--- config.mk ---
export PLATFORM = sky130hd
export DESIGN_NAME = apb4_mem_slave_flat
export DESIGN_NICKNAME = d
export VERILOG_FILES = /design/src/rtl/apb4_mem_slave_pkg.sv /design/src/rtl/apb4_mem_slave_if.sv /design/src/rtl/apb4_mem_slave_mem_array.sv /design/src/rtl/apb4_mem_slave.sv /design/src/flat_wrapper.sv
export SDC_FILE = /design/constraint.sdc
export NUM_CORES = 2
export LEC_CHECK = 0
export ABC_AREA = 1
export BUFFER_PORTS_ARGS = -buffer_cell sky130_fd_sc_hd__buf_2
export CAP_MARGIN = 20
export CORE_MARGIN = 1
export CORE_UTILIZATION = 55
export CTS_CLUSTER_SIZE = 20
export DETAILED_ROUTE_END_ITERATION = 10
export GPL_TIMING_DRIVEN = 1
export HOLD_SLACK_MARGIN = 0.12
export PLACE_DENSITY = 0.71
export SETUP_SLACK_MARGIN = 0.5
export SLEW_MARGIN = 20
export SYNTH_ARGS = -nofsm -noshare
export SYNTH_HDL_FRONTEND = slang
export SYNTH_SLANG_ARGS = --single-unit
--- constraint.sdc ---
create_clock -name pclk -period 7.3 [get_ports pclk]
set_clock_uncertainty 0.15 [all_clocks]
set_input_delay 1.46 -clock pclk [delete_from_list [all_inputs] [get_ports pclk]]
set_output_delay 1.46 -clock pclk [all_outputs]
set_load 0.02 [all_outputs]
--- src/rtl/apb4_mem_slave_pkg.sv ---
// rtl/apb4_mem_slave_pkg.sv - shared types and helpers for the APB4 memory slave
package apb4_mem_slave_pkg;

  typedef enum logic [1:0] {ST_IDLE, ST_WAIT, ST_DONE} apb_slv_state_e;

  localparam int APB_MAX_WAIT_CYC = 15;

  // Number of byte-offset bits below the word index.
  function automatic int apb_align(input int data_w);
    return $clog2(data_w / 8);
  endfunction

endpackage

--- src/rtl/apb4_mem_slave_if.sv ---
// rtl/apb4_mem_slave_if.sv - APB4 bus bundle; pstrb present only with APB_STRB_EN
interface apb4_mem_slave_if #(
  parameter int ADDR_W = 8,
  parameter int DATA_W = 32
);
  logic              psel;
  logic              penable;
  logic              pwrite;
  logic [ADDR_W-1:0] paddr;
  logic [DATA_W-1:0] pwdata;
`ifdef APB_STRB_EN
  logic [DATA_W/8-1:0] pstrb;
`endif
  logic [DATA_W-1:0] prdata;
  logic              pready;
  logic              pslverr;

`ifdef APB_STRB_EN
  modport master (output psel, penable, pwrite, paddr, pwdata, pstrb,
                  input  prdata, pready, pslverr);
  modport slave  (input  psel, penable, pwrite, paddr, pwdata, pstrb,
                  output prdata, pready, pslverr);
`else
  modport master (output psel, penable, pwrite, paddr, pwdata,
                  input  prdata, pready, pslverr);
  modport slave  (input  psel, penable, pwrite, paddr, pwdata,
                  output prdata, pready, pslverr);
`endif

endinterface

--- src/rtl/apb4_mem_slave_mem_array.sv ---
// rtl/apb4_mem_slave_mem_array.sv - DEPTH x DATA_W word store, byte-enabled write, async read
module apb_mem_array #(
  parameter int DATA_W = 32,
  parameter int DEPTH  = 64,
  parameter int IDX_W  = 6
) (
  input  logic                clk,
  input  logic                rst,
  input  logic [IDX_W-1:0]    waddr,
  input  logic [DATA_W-1:0]   wdata,
  input  logic [DATA_W/8-1:0] wbe,
  input  logic [IDX_W-1:0]    raddr,
  output logic [DATA_W-1:0]   rdata
);
  localparam int NB = DATA_W / 8;

  logic [DATA_W-1:0] mem [DEPTH];

  always_ff @(posedge clk) begin
    if (rst) begin
      for (int i = 0; i < DEPTH; i++) mem[i] <= '0;
    end else begin
      for (int b = 0; b < NB; b++) begin
        if (wbe[b]) mem[waddr][8*b +: 8] <= wdata[8*b +: 8];
      end
    end
  end

  // Guard keeps a non-power-of-two DEPTH from reading past the array.
  assign rdata = (32'(raddr) < 32'(DEPTH)) ? mem[raddr] : '0;

endmodule

--- src/rtl/apb4_mem_slave.sv ---
// rtl/apb4_mem_slave.sv - APB4 memory slave with wait states and error response; APB_STRB_EN adds pstrb
module apb4_mem_slave
  import apb4_mem_slave_pkg::*;
#(
  parameter int ADDR_W   = 8,
  parameter int DATA_W   = 32,
  parameter int DEPTH    = 64,
  parameter int WAIT_CYC = 0
) (
  input  logic             pclk,
  input  logic             preset,
  apb4_mem_slave_if.slave  bus
);
  localparam int NB    = DATA_W / 8;
  localparam int ALIGN = apb_align(DATA_W);
  localparam int IDX_W = (DEPTH > 1) ? $clog2(DEPTH) : 1;
  localparam int CNT_W = $clog2(APB_MAX_WAIT_CYC + 1);
  localparam logic [ADDR_W-1:0] ALIGN_MASK = ADDR_W'((1 << ALIGN) - 1);
  localparam logic [CNT_W-1:0]  WAIT_LD    = CNT_W'(WAIT_CYC);

  apb_slv_state_e    state_q, state_d;
  logic [CNT_W-1:0]  cnt_q, cnt_d;
  logic              lat_write_q;
  logic [IDX_W-1:0]  lat_idx_q;
  logic [DATA_W-1:0] lat_wdata_q;
  logic [NB-1:0]     lat_strb_q;
  logic              err_q;
  logic [DATA_W-1:0] prdata_q;
  logic              pready_q;
  logic              pslverr_q;

  logic              load;
  logic              commit;
  logic              enter_done;
  logic              cur_err;
  logic              cur_write;
  logic [ADDR_W-1:0] word_idx;
  logic              setup_err;
  logic              strb_err;
  logic [NB-1:0]     strb_in;
  logic [IDX_W-1:0]  rd_idx;
  logic [DATA_W-1:0] mem_rdata;

  assign word_idx = bus.paddr >> ALIGN;

`ifdef APB_STRB_EN
  assign strb_in  = bus.pstrb;
  assign strb_err = !bus.pwrite && (bus.pstrb != '0);
`else
  assign strb_in  = '1;
  assign strb_err = 1'b0;
`endif

  assign setup_err = ((bus.paddr & ALIGN_MASK) != '0)
                   || (32'(word_idx) >= 32'(DEPTH))
                   || strb_err;

  always_comb begin
    state_d = state_q;
    cnt_d   = cnt_q;
    load    = 1'b0;
    commit  = 1'b0;
    unique case (state_q)
      ST_IDLE: begin
        if (bus.psel && !bus.penable) begin
          load    = 1'b1;
          cnt_d   = WAIT_LD;
          state_d = (WAIT_CYC == 0) ? ST_DONE : ST_WAIT;
        end
      end
      ST_WAIT: begin
        if (!bus.psel)             state_d = ST_IDLE;
        else if (cnt_q == CNT_W'(1)) state_d = ST_DONE;
        else                       cnt_d   = cnt_q - CNT_W'(1);
      end
      ST_DONE: begin
        state_d = ST_IDLE;
        commit  = bus.psel && bus.penable && lat_write_q && !err_q;
      end
      default: state_d = ST_IDLE;
    endcase
  end

  // With no wait states DONE is entered straight from the setup edge, so the
  // freshly decoded request must be used instead of the latched copy.
  assign enter_done = (state_d == ST_DONE) && (state_q != ST_DONE);
  assign cur_err    = load ? setup_err : err_q;
  assign cur_write  = load ? bus.pwrite : lat_write_q;
  assign rd_idx     = load ? word_idx[IDX_W-1:0] : lat_idx_q;

  always_ff @(posedge pclk) begin
    if (preset) begin
      state_q     <= ST_IDLE;
      cnt_q       <= '0;
      lat_write_q <= 1'b0;
      lat_idx_q   <= '0;
      lat_wdata_q <= '0;
      lat_strb_q  <= '0;
      err_q       <= 1'b0;
      prdata_q    <= '0;
      pready_q    <= 1'b0;
      pslverr_q   <= 1'b0;
    end else begin
      state_q   <= state_d;
      cnt_q     <= cnt_d;
      pready_q  <= enter_done;
      pslverr_q <= enter_done && cur_err;
      if (load) begin
        lat_write_q <= bus.pwrite;
        lat_idx_q   <= word_idx[IDX_W-1:0];
        lat_wdata_q <= bus.pwdata;
        lat_strb_q  <= strb_in;
        err_q       <= setup_err;
      end
      if (enter_done && cur_err)        prdata_q <= '0;
      else if (enter_done && !cur_write) prdata_q <= mem_rdata;
    end
  end

  apb_mem_array #(
    .DATA_W (DATA_W),
    .DEPTH  (DEPTH),
    .IDX_W  (IDX_W)
  ) u_mem (
    .clk    (pclk),
    .rst    (preset),
    .waddr  (lat_idx_q),
    .wdata  (lat_wdata_q),
    .wbe    (commit ? lat_strb_q : '0),
    .raddr  (rd_idx),
    .rdata  (mem_rdata)
  );

  assign bus.prdata  = prdata_q;
  assign bus.pready  = pready_q;
  assign bus.pslverr = pslverr_q;

endmodule
--- src/flat_wrapper.sv ---
// flat-port wrapper written by rule: the top's interface ports become plain ports
module apb4_mem_slave_flat import apb4_mem_slave_pkg::*;
#(
  parameter int ADDR_W   = 8,
  parameter int DATA_W   = 32,
  parameter int DEPTH    = 64,
  parameter int WAIT_CYC = 0
)
  (pclk, preset, bus_psel, bus_penable, bus_pwrite, bus_paddr, bus_pwdata, bus_prdata, bus_pready, bus_pslverr);
  apb4_mem_slave_if #(.ADDR_W(ADDR_W), .DATA_W(DATA_W)) bus_i ();
  input  logic pclk;
  input  logic preset;
  input wire logic [$bits(bus_i.psel)-1:0] bus_psel;
  input wire logic [$bits(bus_i.penable)-1:0] bus_penable;
  input wire logic [$bits(bus_i.pwrite)-1:0] bus_pwrite;
  input wire logic [$bits(bus_i.paddr)-1:0] bus_paddr;
  input wire logic [$bits(bus_i.pwdata)-1:0] bus_pwdata;
  output wire logic [$bits(bus_i.prdata)-1:0] bus_prdata;
  output wire logic [$bits(bus_i.pready)-1:0] bus_pready;
  output wire logic [$bits(bus_i.pslverr)-1:0] bus_pslverr;
  assign bus_i.psel = bus_psel;
  assign bus_i.penable = bus_penable;
  assign bus_i.pwrite = bus_pwrite;
  assign bus_i.paddr = bus_paddr;
  assign bus_i.pwdata = bus_pwdata;
  assign bus_prdata = bus_i.prdata;
  assign bus_pready = bus_i.pready;
  assign bus_pslverr = bus_i.pslverr;
  apb4_mem_slave #(.ADDR_W(ADDR_W), .DATA_W(DATA_W), .DEPTH(DEPTH), .WAIT_CYC(WAIT_CYC)) u_core (.pclk(pclk), .preset(preset), .bus(bus_i));
endmodule
Word level (Yosys, flattened, before mapping):

Memories as Yosys holds them, arrays and structs flattened. A register that Yosys moved wholly into a read port is not among the register bits.
Index checks and enable logic that the tools add are counted.

* register bits: 49
* bits in latches: 0
* RAM bits: 2048
* ROM bits: 0
* bits of input ports: 45
* output and inout port bits: 34
* word-level logic and storage cells: 69
* memories: 1

* add/subtract/negate cells: 1
* multipliers: 0
* div/mod/pow operators: 0
* magnitude comparators: 1
* eq/ne operators: 8
* shift operators: 0
* muxes and demuxes: 32
* bitwise gates (word level): 0
* reduce and logical (&&, ||, !) cells: 17

Memory list
* u_core.u_mem.mem: depth 64, width 32, rd ports 1, clocked after memory_dff 1, wr ports 64, line apb4_mem_slave_mem_array.sv:17 `logic [DATA_W-1:0] mem [DEPTH];`

Operators by type and width (number)
* 32-bit 2-to-1 mux: 1
* 32-bit OR reduction: 1
* 4-bit 2-to-1 mux: 5
* 1-bit 2-to-1 mux: 19
* 6-bit 2-to-1 mux: 2
* 4-bit case mux with 2 select lines: 1
* 8-bit nonzero test: 1
* 6-bit by 7-bit >= comparator with 1-bit output (second input constant): 1
* 1-bit logical AND: 7
* 2-bit 2-to-1 mux: 3
* 2-bit inequality test (second input constant): 3
* 2-bit == test (second input constant): 2
* 4-bit by 1-bit == test with 1-bit output (second input constant): 1
* 2-bit case mux with 2 select lines: 1
* 4-bit AND reduction: 1
* 4-bit by 1-bit subtractor with 4-bit output (second input constant): 1
* 1-bit zero test: 3
* 2-bit by 1-bit == test with 1-bit output (second input constant): 1
* 2-bit zero test: 1
* 2-bit by 1-bit inequality test with 1-bit output (second input constant): 1
* 2-bit nonzero test: 1
* 2-bit OR reduction: 1
* 1-bit logical OR: 1

Logic depth before layout (Yosys ltp):

* depth in word-level cells: 10
* gate-level depth with buffers: 17
* mapped depth without buffers: 15

By module:

Synthesis repeated with hierarchy kept, for this count alone.

* cells, all modules: 9967
* area, all modules: 95821.9 um^2

Modules (own cells, without submodules)
* apb_mem_array: times used 1, cells an instance 9586, area each 92718.9 um^2
* apb4_mem_slave: times used 1, cells an instance 381, area each 3103.0 um^2

Least setup slack after synthesis:

No wires, ideal clock.

* kind: input port to flip-flop
* start point: input port preset
* end point: memory u_core.u_mem.mem[60][0] (enable)
* library setup time: 0.389 ns
* arrival time: 3.619 ns
* setup slack: 3.141 ns
* cell stages on the path: 11
* path buffers: 3
* path through: buf_2 > nor3_1 > and2_1 > buf_2 > inv_2 > nor2_1 > inv_1 > nor3_4 > nand2_1 > buf_6 > nand2_1

RTL lines
* from (decl): line flat_wrapper.sv:12 `input logic preset;`
* to (decl): line apb4_mem_slave_mem_array.sv:17

Final worst setup path:

* start point: input port bus_psel
* end point: register u_core.prdata_q[4] (netlist: u_core.bus.prdata[4]), read port of u_core.u_mem.mem

* cells in the longest elaborated chain, start to end: 7

Ends and longest elaborated chain
* from (decl): line flat_wrapper.sv:13 `input wire logic [$bits(bus_i.psel)-1:0] bus_psel;`
* 1-bit logical AND: line apb4_mem_slave.sv:65 `if (bus.psel && !bus.penable) begin`
* 2-bit 2-to-1 mux: line apb4_mem_slave.sv:65
* 2-bit case mux with 2 select lines: line apb4_mem_slave.sv:63 `unique case (state_q)`
* 2-bit == test: line apb4_mem_slave.sv:86 `assign enter_done = (state_d == ST_DONE) && (state_q != ST_DONE);`
* 1-bit logical AND: line apb4_mem_slave.sv:86
* 1-bit logical AND: line apb4_mem_slave.sv:115 `if (enter_done && cur_err) prdata_q <= '0;`
* 2-bit OR reduction (no line)
* to (decl): line apb4_mem_slave.sv:28 `logic [DATA_W-1:0] prdata_q;`

Several ways; a longest one is shown, not always the timed one.
A chain may end at the register's enable or synchronous reset.

==> results.cfg <==
[status]
outcome = finished clean

[synth]
synth_compound_area_share_pct = 0.392
synthFlopType = edfxtp_1
post_synth_xor_area_fraction_pct = 0.00863
postSynthCellCount = 11500
arithmetic_cell_share_of_the_synthesized_area_counting_full_adders_half_adders_and_majority_gates_pct = 0.0247
yosysMostFrequentCell = nand2_1
synth-warning-count = 0
yosysSeqAreaShare_pct = 62.2
synth.top_cells.by_count = nand2_1 (2373), nor2_1 (2135), nand3_1 (2065), edfxtp_1 (2048), inv_1 (1727)
synth_top_family_by_area = simple AND/OR/NAND/NOR gates
synth.largest_area_cell = edfxtp_1
number_of_synthesized_flops_with_an_enable_pin = 2048
synth_largest_type_area_fraction_pct = 60.6
synth-simple-area-share_pct = 27.1
synth_seq_cells = 2129
mappedNetlistArea_um2 = 101000
asyncSetResetFlopFracSynth_pct = 0
synth_mux_area_share_pct = 0.00987
synth.avg_cell_area_um2 = 8.85
synth.top_cells.by_area = edfxtp_1 (61%), nand3_1 (10%), nand2_1 (8.8%)
synthesis.nets = 11500
synth_cell_type_count = 34

[clock_tree]
cts.clk_slew.worst_paths_ns = 0.06
cts_root_buffer = clkbuf_16
max-clock-path-buffers = 3
cts_max_level = 4
cts.hold.buffers_added = 0
cts-buffers-inserted = 216
cts_post_setup_buffers_inserted = 0
number_of_sinks_on_the_clock_net = 2129
post_cts_resized = 0
cts_tree = done
clkLatencyLatePin_ns = 0.89

[sta]
tightest_slew_ns = 1.19
slew_viol_final = 0
finalSetupViolations = 0
finalHoldViolations = 0
grt_setup_unrepaired = no
period_minus_slack_ns = 5.00
slew-limit-headroom_pct = 20.4
timing.setup.tns_ns = 0
final_critical_path_setup_slack_ns = 2.30
max_freq_mhz = 200
post-route-period-util_pct = 68.5

[min_path]
min-delay-path-class = reg -> reg
worstHoldEndpoint = u_core.lat_strb_q[0]
min-delay-start = u_core.lat_strb_q[0]
hold_path_depth = 2

[grt]
number_of_global_route_vias_before_repair = 75200
track_usage_pct = 35.8
grt_start_max_net_pins = 126
globalRoute.totalOverflow = 0
global_route_wire_length_before_repair_mm = 489
initial_antenna_violation_count = 16

[floorplanning]
starting_density_of_the_core_pct = 55.4
ioPinCount = 79
core_area_um2 = 183000
fp-row-count = 157
dieHeight_um = 431
die-width_um = 431
die-area_um2 = 186000

[setup_path]
crit_path_frequent_cell = nand3_1
reg2regPathDepth = 15
cp.required_ns = 7.94
crit_type = in -> reg
crit_path_cell_chain = buf_2, inv_1, nor2_2, nand2_4, buf_4, nand2_2, nand2_4, buf_4, nand2_1, nand3_1, nand3_1, nand3_1, nand3_1, nand3_1, nand3_1, nand2_1, inv_1
regToRegEndpoint = u_core.bus.prdata[4]
worst-r2r-setup-slack_ns = 2.62
critical_path.startpoint_type = input pin
max_stage_delay_ns = 0.65
worst-path-max-fanout = 52
critical_path_arrival_ns = 5.64
reg2reg_from = u_core.state_q[1]
cp-end-kind = flop
crit_slowest_cell = buf_4

[finish]
flow.area_growth_from_synthesis_pct = 8.82
finish.utilization_pct = 60.3
drive_gt1_share_pct = 6.30
final_nets = 11200

[routing]
vias = 80700
first_iter_violations = 12300
postRouteWirelength_mm = 338
detail_route.first_pass.iterations = 9
drc = 0
postRouteAntennaNets = 0
vias_per_cell = 5.86
routed_length_per_placed_instance_um = 24.5

[place]
place_hpwl_mm = 197
port_buffers = 78
routability_congestion = 0.983
post-place-ws_ns = 1.64

[job]
drv_cap = 0

[power_and_ir_drop]
clock_power_share_pct = 37.5
max-vdd-ir-drop_mv = 0.229
comb_power_share_pct = 13.1
power.leakage_uw = 0.0454
netSwitchingPower_uw = 7820
cellInternalPower_uw = 20300
power_frac_seq_pct = 49.4
power.density_nw_per_um2 = 255
power_uw = 28200
netSwitchingFraction_pct = 27.8
critical path: cells and delay by family:
family                 cells  cell delay, ns
AND/OR/NAND/NOR           12            2.73
buffers and inverters      5            1.35
how the worst max path moves through the flow:
stage	from	to	cells after the start
2_1_floorplan	preset	u_core.u_mem.mem[60][0]	11
3_3_place_gp	bus_psel	u_core.bus.prdata[30]	18
3_5_place_dp	bus_psel	u_core.bus.prdata[4]	17
4_1_cts	bus_psel	u_core.bus.prdata[4]	17
5_1_grt	bus_psel	u_core.bus.prdata[4]	17
6_report	bus_psel	u_core.bus.prdata[4]	17
registers in the layout, summed over array words and instances, names as in the netlist, 2 cells and up:
signal	count
u_core.bus.prdata	32
u_core.cnt_q	4
u_core.lat_idx_q	6
u_core.lat_wdata_q	32
u_core.state_q	2
u_core.u_mem.mem	2048
layout by cell type, fill, tap and decap left out, drive strengths merged, types with 4 or more instances in the layout:
master    count
clkbuf      281
inv        1708
nor4          5
nor3         14
clkinvlp      4
buf         352
nand2      2376
nand3      2065
bufinv        5
diode         4
edfxtp     2048
dfxtp        81
nor2       2139
clkinv      130
o21ai        40
a21oi        35
cells by family after synthesis:
kind of cell    Yosys count
flops                  2129
fa+ha+maj                 2
compound gates           76
xor+xnor                  1
simple gates           6605
buf+inv                2647
mux                       1
per-layer routing:
metal	wire, µm	GRT usage, %
met4	24900	23.3
met3	44800	7.95
met1	120000	47.2
met2	148000	53.6
met5	141	0
stage by stage:
stage | hold slack, ns | instance area [µm²] | std cells
2_1_floorplan | 0.287 | 101000 | 11500
3_3_place_gp | 0.322 | 104000 | 13400
3_5_place_dp | 0.315 | 104000 | 13400
4_1_cts | 0.328 | 110000 | 13800
5_1_grt | 0.357 | 110000 | 13800
6_report | 0.334 | 110000 | 13800
power groups by stage:
stage / combinational (µW) / clock (µW) / sequential, µW
6_report: 3690 / 10600 / 13900
5_1_grt: 3850 / 11000 / 13900
3_5_place_dp: 3550 / 0 / 14200
2_1_floorplan: 2060 / 0 / 14100
3_3_place_gp: 3510 / 0 / 14100
4_1_cts: 3560 / 10600 / 13900
area by class of cell:
type | count | area (µm²)
clock inverters | 114 | 785
flip-flops and latches | 2129 | 63100
diodes | 4 | 10.0
fillers | 15400 | 72700
inverters | 1733 | 6560
well taps | 2464 | 3080
clock buffers | 281 | 5820
repair buffers | 352 | 2970
multi-input cells | 6685 | 28000
(Power assumes the default switching activity.)
